**config.mk**
```make
export PLATFORM = sky130hd
export DESIGN_NAME = spike_packet_tx_flat
export DESIGN_NICKNAME = d
export VERILOG_FILES = /design/src/rtl/spike_packet_tx_if.sv /design/src/rtl/spike_packet_tx.sv /design/src/flat_wrapper.sv
export SDC_FILE = /design/constraint.sdc
export NUM_CORES = 1
export LEC_CHECK = 0
export ABC_AREA = 1
export CAP_MARGIN = 20
export CORE_ASPECT_RATIO = 1.1
export CORE_MARGIN = 5
export CORE_UTILIZATION = 49
export DETAILED_ROUTE_END_ITERATION = 12
export PLACE_DENSITY = 0.84
export SLEW_MARGIN = 20
export SYNTH_ARGS = -nofsm -noshare
export SYNTH_HDL_FRONTEND = slang
export SYNTH_SLANG_ARGS = --single-unit
```
**constraint.sdc**
```tcl
create_clock -name clk -period 2.8 [get_ports clk]
set_clock_uncertainty 0.2 [all_clocks]
set_input_delay 0.56 -clock clk [delete_from_list [all_inputs] [get_ports clk]]
set_output_delay 0.56 -clock clk [all_outputs]
set_load 0.01 [all_outputs]
```
**src/rtl/spike_packet_tx_if.sv**
```systemverilog
// Spike-in / flit-out channels of the spike transmitter; the master modport is the transmitter side.
// Both channels use valid/ready handshakes; the transmitter drives spike_ready and the flit bus.
interface spike_packet_tx_if #(
    parameter int DATA_WIDTH = 32
);
    logic                  spike_valid;
    logic [7:0]            spike_id;
    logic                  spike_ready;
    logic [DATA_WIDTH-1:0] flit_out;
    logic                  flit_valid;
    logic                  flit_ready;

    modport master (
        input  spike_valid, spike_id, flit_ready,
        output spike_ready, flit_out, flit_valid
    );

    modport slave (
        output spike_valid, spike_id, flit_ready,
        input  spike_ready, flit_out, flit_valid
    );
endinterface

```
**src/rtl/spike_packet_tx.sv**
```systemverilog
// Spike transmitter: FIFOs neuron spikes, looks up a per-neuron destination and emits 32-bit NoC flits.
// Latency: spike accepted at edge N into an empty FIFO gives flit_valid after edge N+1; SPIKE_TX_TIMESTAMP_EN adds a cycle-stamp tag.
// Backpressure: flit held bit-stable while !flit_ready; spike_ready drops when the registered count is full.

module spike_tx_fifo #(
    parameter int WIDTH = 8,
    parameter int DEPTH = 8,
    localparam int PTR_W = $clog2(DEPTH),
    localparam int CNT_W = PTR_W + 1
) (
    input  logic             clk,
    input  logic             rst,
    input  logic             push,
    input  logic [WIDTH-1:0] push_dat,
    input  logic             pop,
    output logic [WIDTH-1:0] head_dat,
    output logic [CNT_W-1:0] count
);
    logic [WIDTH-1:0] mem_q [DEPTH];
    logic [WIDTH-1:0] mem_d [DEPTH];
    logic [PTR_W-1:0] wr_ptr_q, wr_ptr_d;
    logic [PTR_W-1:0] rd_ptr_q, rd_ptr_d;
    logic [CNT_W-1:0] count_q, count_d;

    // Caller guarantees no push when full and no pop when empty; pointers wrap naturally.
    always_comb begin
        mem_d    = mem_q;
        wr_ptr_d = wr_ptr_q;
        rd_ptr_d = rd_ptr_q;
        count_d  = count_q;
        if (push) begin
            mem_d[wr_ptr_q] = push_dat;
            wr_ptr_d        = wr_ptr_q + 1'b1;
        end
        if (pop) begin
            rd_ptr_d = rd_ptr_q + 1'b1;
        end
        case ({push, pop})
            2'b10:   count_d = count_q + 1'b1;
            2'b01:   count_d = count_q - 1'b1;
            default: count_d = count_q;
        endcase
    end

    always_ff @(posedge clk) begin
        if (rst) begin
            wr_ptr_q <= '0;
            rd_ptr_q <= '0;
            count_q  <= '0;
        end else begin
            wr_ptr_q <= wr_ptr_d;
            rd_ptr_q <= rd_ptr_d;
            count_q  <= count_d;
        end
        mem_q <= mem_d;
    end

    assign head_dat = mem_q[rd_ptr_q];
    assign count    = count_q;
endmodule

module spike_packet_tx #(
    parameter int DATA_WIDTH  = 32,
    parameter int NUM_NEURONS = 4,
    parameter int FIFO_DEPTH  = 8,
    localparam int CNT_W = $clog2(FIFO_DEPTH) + 1
) (
    input  logic                  clk,
    input  logic                  rst,
    input  logic [3:0]            node_x,
    input  logic [3:0]            node_y,
    input  logic                  cfg_we,
    input  logic [7:0]            cfg_addr,
    input  logic [7:0]            cfg_dest,
    input  logic                  cfg_en,
    spike_packet_tx_if.master     tx,
    output logic [CNT_W-1:0]      fifo_count,
    output logic [15:0]           drop_count
);
    localparam int IDX_W = (NUM_NEURONS > 1) ? $clog2(NUM_NEURONS) : 1;
    localparam int TBL_N = 1 << IDX_W;
`ifdef SPIKE_TX_TIMESTAMP_EN
    localparam int ENT_W = 16;
`else
    localparam int ENT_W = 8;
`endif

    typedef enum logic {ST_EMPTY, ST_LOADED} state_e;

    state_e                state_q, state_d;
    logic [DATA_WIDTH-1:0] flit_q, flit_d;
    logic [15:0]           drop_q, drop_d;
    logic [16:0]           drop_sum;
    logic [8:0]            tbl_q [TBL_N];   // {en, dest_x, dest_y}
    logic [8:0]            tbl_d [TBL_N];

    logic             spike_ready, id_ok, cfg_ok, accept, push, pop, load_flit, can_load;
    logic [ENT_W-1:0] push_dat, head_dat;
    logic [CNT_W-1:0] fifo_cnt;
    logic [7:0]       head_id, head_tag;
    logic [8:0]       head_ent;

`ifdef SPIKE_TX_TIMESTAMP_EN
    logic [7:0] ts_q, ts_d;
    always_comb ts_d = ts_q + 8'd1;
    always_ff @(posedge clk) begin
        if (rst) ts_q <= 8'd0;
        else     ts_q <= ts_d;
    end
    assign push_dat = {ts_q, tx.spike_id};
    assign head_tag = head_dat[15:8];
`else
    assign push_dat = tx.spike_id;
    assign head_tag = 8'h00;
`endif

    // Readiness comes from the registered count only, so a full FIFO never accepts even when popping.
    assign spike_ready = (fifo_cnt < CNT_W'(FIFO_DEPTH));
    assign id_ok       = ({1'b0, tx.spike_id} < 9'(NUM_NEURONS));
    assign cfg_ok      = ({1'b0, cfg_addr} < 9'(NUM_NEURONS));
    assign accept      = tx.spike_valid && spike_ready;
    assign push        = accept && id_ok;

    assign head_id   = head_dat[7:0];
    assign head_ent  = tbl_q[head_id[IDX_W-1:0]];
    assign can_load  = (state_q == ST_EMPTY) || tx.flit_ready;
    assign pop       = can_load && (fifo_cnt != '0);
    assign load_flit = pop && head_ent[8];

    spike_tx_fifo #(.WIDTH(ENT_W), .DEPTH(FIFO_DEPTH)) u_fifo (
        .clk      (clk),
        .rst      (rst),
        .push     (push),
        .push_dat (push_dat),
        .pop      (pop),
        .head_dat (head_dat),
        .count    (fifo_cnt)
    );

    always_ff @(posedge clk) begin
        if (rst) begin
            state_q <= ST_EMPTY;
            flit_q  <= '0;
            drop_q  <= '0;
            for (int i = 0; i < TBL_N; i++) tbl_q[i] <= '0;
        end else begin
            state_q <= state_d;
            flit_q  <= flit_d;
            drop_q  <= drop_d;
            tbl_q   <= tbl_d;
        end
    end

    always_comb begin
        state_d = state_q;
        case (state_q)
            ST_EMPTY:  if (load_flit) state_d = ST_LOADED;
            ST_LOADED: if (tx.flit_ready) state_d = load_flit ? ST_LOADED : ST_EMPTY;
            default:   state_d = ST_EMPTY;
        endcase
    end

    // A disabled head is still popped; it only costs a drop count.
    always_comb begin
        flit_d = flit_q;
        if (load_flit) begin
            flit_d = DATA_WIDTH'({head_ent[7:0], node_x, node_y, head_id, head_tag});
        end
        drop_sum = {1'b0, drop_q} + 17'(accept && !id_ok) + 17'(pop && !head_ent[8]);
        drop_d   = drop_sum[16] ? 16'hFFFF : drop_sum[15:0];
        tbl_d    = tbl_q;
        if (cfg_we && cfg_ok) begin
            tbl_d[cfg_addr[IDX_W-1:0]] = {cfg_en, cfg_dest};
        end
    end

    always_comb begin
        tx.flit_valid  = (state_q == ST_LOADED);
        tx.flit_out    = flit_q;
        tx.spike_ready = spike_ready;
        fifo_count     = fifo_cnt;
        drop_count     = drop_q;
    end
endmodule

```
**src/flat_wrapper.sv**
```systemverilog
// flat-port wrapper written by rule: the top's interface ports become plain ports
module spike_packet_tx_flat 
#(
    parameter int DATA_WIDTH  = 32,
    parameter int NUM_NEURONS = 4,
    parameter int FIFO_DEPTH  = 8,
    localparam int CNT_W = $clog2(FIFO_DEPTH) + 1
)
  (clk, rst, node_x, node_y, cfg_we, cfg_addr, cfg_dest, cfg_en, fifo_count, drop_count, tx_spike_valid, tx_spike_id, tx_flit_ready, tx_spike_ready, tx_flit_out, tx_flit_valid);
  spike_packet_tx_if #(.DATA_WIDTH(DATA_WIDTH)) tx_i ();
  input  logic clk;
  input  logic rst;
  input  logic [3:0] node_x;
  input  logic [3:0] node_y;
  input  logic cfg_we;
  input  logic [7:0] cfg_addr;
  input  logic [7:0] cfg_dest;
  input  logic cfg_en;
  output logic [CNT_W-1:0] fifo_count;
  output logic [15:0] drop_count;
  input wire logic [$bits(tx_i.spike_valid)-1:0] tx_spike_valid;
  input wire logic [$bits(tx_i.spike_id)-1:0] tx_spike_id;
  input wire logic [$bits(tx_i.flit_ready)-1:0] tx_flit_ready;
  output wire logic [$bits(tx_i.spike_ready)-1:0] tx_spike_ready;
  output wire logic [$bits(tx_i.flit_out)-1:0] tx_flit_out;
  output wire logic [$bits(tx_i.flit_valid)-1:0] tx_flit_valid;
  assign tx_i.spike_valid = tx_spike_valid;
  assign tx_i.spike_id = tx_spike_id;
  assign tx_i.flit_ready = tx_flit_ready;
  assign tx_spike_ready = tx_i.spike_ready;
  assign tx_flit_out = tx_i.flit_out;
  assign tx_flit_valid = tx_i.flit_valid;
  spike_packet_tx #(.DATA_WIDTH(DATA_WIDTH), .NUM_NEURONS(NUM_NEURONS), .FIFO_DEPTH(FIFO_DEPTH)) u_core (.clk(clk), .rst(rst), .node_x(node_x), .node_y(node_y), .cfg_we(cfg_we), .cfg_addr(cfg_addr), .cfg_dest(cfg_dest), .cfg_en(cfg_en), .tx(tx_i), .fifo_count(fifo_count), .drop_count(drop_count));
endmodule
```
==> results.md <==
* Total gr overflow at 0
* Async SR Flop Fraction at 0%
* P_leak at around 3.6 nW
* Top_reg_cell synth: dfxtp_1
* DIE WIDTH at 120 microns
* RR Startpoint: u_core.u_fifo.rd_ptr_q[0]
* Via count at about 5,600
* N_diodes at 0
* Routed vias/inst at between 5 and 6
* I/O pins at 92
* Reg2reg end: u_core.drop_count[12]
* Outcome: complete, but fails checks
* Xor/xnor cell area share of the yosys netlist at roughly 1.3%
* Peak VDD IR at roughly 0.57 mV
* Setup crit end kind: register
* Adder-cell share of the synthesized area at under 10%
* Met1 wire length at 6770 microns
* Distinct cell type count after synthesis at 31
* Overall Power at slightly above 8 mW
* Hold_ws at about 220 ps
* Met3 wire length at approximately 1200 microns
* Setup WS post-layout at -143 ps
* Core area at ~13,000 sq um
* Unrepaired setup endpoints after global routing: true
* Gpl congestion at 0.868
* Clock latency on the worst-skew pair at approximately 420 ps
* Port buffer count at 83
* Fillers at 930
* CTS Sinks at approximately 150
* Initial antenna violation count at 1
* Layout cells sized above 1 at roughly 16%
* Metal2 WL at 8440 microns
* Clock Path Buffers at 2
* Row cnt at 44
* Compound-Gate Fraction of Synth Area at 9.82%
* Critical path peak fanout at 10
* Overall routed net length at approximately 17,000 microns
* Crit Path Class: register to register
* Fin crit period at 2940 ps
* First drt pass iteration count at 8
* CTS tree: yes
* Synthesis-to-layout area growth at 33.6%
* Post-route core utilization at approximately 66%
* Seq cells post-synth at between 150 and 200
* Vias in the first global route at approximately 5,400
* Total Routing Usage GR at between 20% and 30%
* Post-Syn Instances at 765
* Failing checks: negative setup slack
* Mux cell area share after synthesis at 0%
* Clock-pin transition on the worst setup and hold timing paths at 60 ps
* Max-Cap Viols at 0
* Achievable Freq at around 340 MHz
* Max Slew Vio Count at 0
* Largest net degree at the start of global routing at 75
* Dpl hpwl at between 9000 and 10,000 microns
* Power Dens Cells at 926 nW/um^2
* First DRT Iteration DRCs at a little over 500
* Hold Vio Cnt, Final at 0
* H-Tree Depth at 4
* DR WL/cell at 15.7 microns
* Post-synth EDFFs at 64
* Simple-gate share of the synthesized area at between 20% and 30%
* CP startpoint: u_core.u_fifo.rd_ptr_q[0]
* # DRC at 0
* Final setup violating endpoints at 12
* Inserted Clock Buffers at 17
* Die area at between 15,000 and 20,000 sq um
* Yosys warns at 0
* Cell Area, Synth at approximately 6500 sq um
* Chip height at between 100 and 150 microns
* Avg Inst Size Synth at ~8.5 sq um
* First-pass GRT wire length at approximately 26,000 microns
* Required @ worst endpoint at 2910 ps
* Register area share after synthesis at 56.4%
* Nets at roughly 940
* R2r setup slk at -140 ps
* Largest family of logic cells by synthesized area: simple AND/OR/NAND/NOR gates
* Hold Crit Class: input port to register
* Final period util at 105%
* Commonest non-fill, non-tap cell in the layout: nand2_1
* CP Data Arrival Time at ~3100 ps
* Top layer in use: met5
* CP Capture Point: u_core.drop_count[12]
* CP startpoint kind: register
* Setup TNS at -679 ps
* Reg2Reg Depth at 17
* Commonest cells after routing, fill and taps aside: nand2_1, nor2_1, inv_1
* DRT antenna net count at 0
* Starting Density at 49.6%
* Root Driver: clkbuf_16
synth_stat cells, types with 5 or more instances:
master	number	area, sq um
nand3_2	5	50.1
o21ai_0	58	290
buf_4	10	75.1
a32o_1	6	60.1
dfxtp_1	87	1740
ha_1	6	75.1
inv_1	89	334
buf_2	7	35.0
edfxtp_1	64	1920
a21oi_1	38	190
nand2_1	175	657
a31oi_1	6	37.5
nor3_1	12	60.1
xnor2_1	7	61.3
nor2_1	103	387
clkbuf_1	19	71.3
nand3_1	43	215
o211ai_1	7	52.6
timing repair:
item | 4_1_cts | 5_1_grt
pin swaps | 20 | 13
hold buffers | 0 | 0
gates resized for setup | 38 | 20
buffers inserted | 7 | 6
endpoints found under the setup margin | 17 | 17
kinds of logic after synthesis:
| group | after synthesis |
|---|---|
| adder cells (fa/ha/maj) | 8 |
| AND/OR/NAND/NOR | 347 |
| flip-flops | 151 |
| XOR/XNOR | 10 |
| buffers and inverters | 132 |
| other | 1 |
| AO/OA/AOI/OAI | 116 |
metal layers:
layer | GRT usage, % | up-vias
met5 | 0 | -
met4 | 9.50 | 2
met3 | 5.42 | 42
met2 | 36.4 | 236
met1 | 25.7 | 2626
li1 | - | 2734
where the power goes:
group | internal, mW | switching, mW | total (mW)
Clock | 1.24 | 0.949 | 2.19
Sequential | 2.54 | 0.168 | 2.70
Combinational | 1.38 | 1.78 | 3.15
stage by stage:
| stage | setup slack, ps | cells | cell area (sq um) |
|---|---|---|---|
| finish | -143 | 1070 | 8690 |
| global route | -289 | 1070 | 8690 |
| CTS | -13.1 | 1064 | 8550 |
| detailed placement | -604 | 1025 | 7790 |
| global placement | -567 | 1025 | 7790 |
| floorplan | 21.3 | 772 | 6580 |
cell type report:
| type | instances | area, sq um | area share (%) |
|---|---|---|---|
| well taps | 161 | 201 | 2.32 |
| inverters | 93 | 359 | 4.13 |
| repair buffers | 144 | 1340 | 15.4 |
| multi-input cells | 489 | 2550 | 29.3 |
| flip-flops and latches | 151 | 3670 | 42.3 |
| clock inverters | 15 | 143 | 1.64 |
| clock buffers | 17 | 425 | 4.90 |
worst min-delay path by stage:
stage / slack, ps / endpoint / cells past startpoint / startpoint
after floorplan: 220 / u_core.tbl_q[0] / 2 / u_core.tbl_q[0]
after global placement: 230 / u_core.tbl_q[0] / 2 / u_core.tbl_q[0]
after detailed placement: 240 / u_core.tbl_q[6] / 2 / u_core.tbl_q[6]
after CTS: 250 / u_core.tbl_q[5] / 2 / u_core.tbl_q[5]
after global routing: 230 / u_core.u_fifo.mem_q[38] / 1 / tx_spike_id[6]
final: 220 / u_core.u_fifo.mem_q[38] / 1 / tx_spike_id[6]
state kept, by name (all words and copies together) (netlist names):
name,count
u_core.u_fifo.mem_q,64
u_core.tbl_q,36
u_core.tx.flit_out,24
u_core.drop_count,16
u_core.u_fifo.count,4
u_core.u_fifo.rd_ptr_q,3
u_core.u_fifo.wr_ptr_q,3
u_core.tx.flit_valid,1
worst max-delay path, stage by stage, from the launching register on:
cell and delay (ps):
dfxtp_4 420, inv_8 60, nand2_1 100, nand3_2 110, nand3_4 140, nand2_4 90, nand2_4 70, nand3_4 80
a21oi_4 160, fa_2 250, ha_4 160, nand3_4 90, nor2_4 170, nand3_4 120, or2_4 270, buf_4 140
nor3_1 140, a211oi_1 60
(Power assumes the default switching activity.)
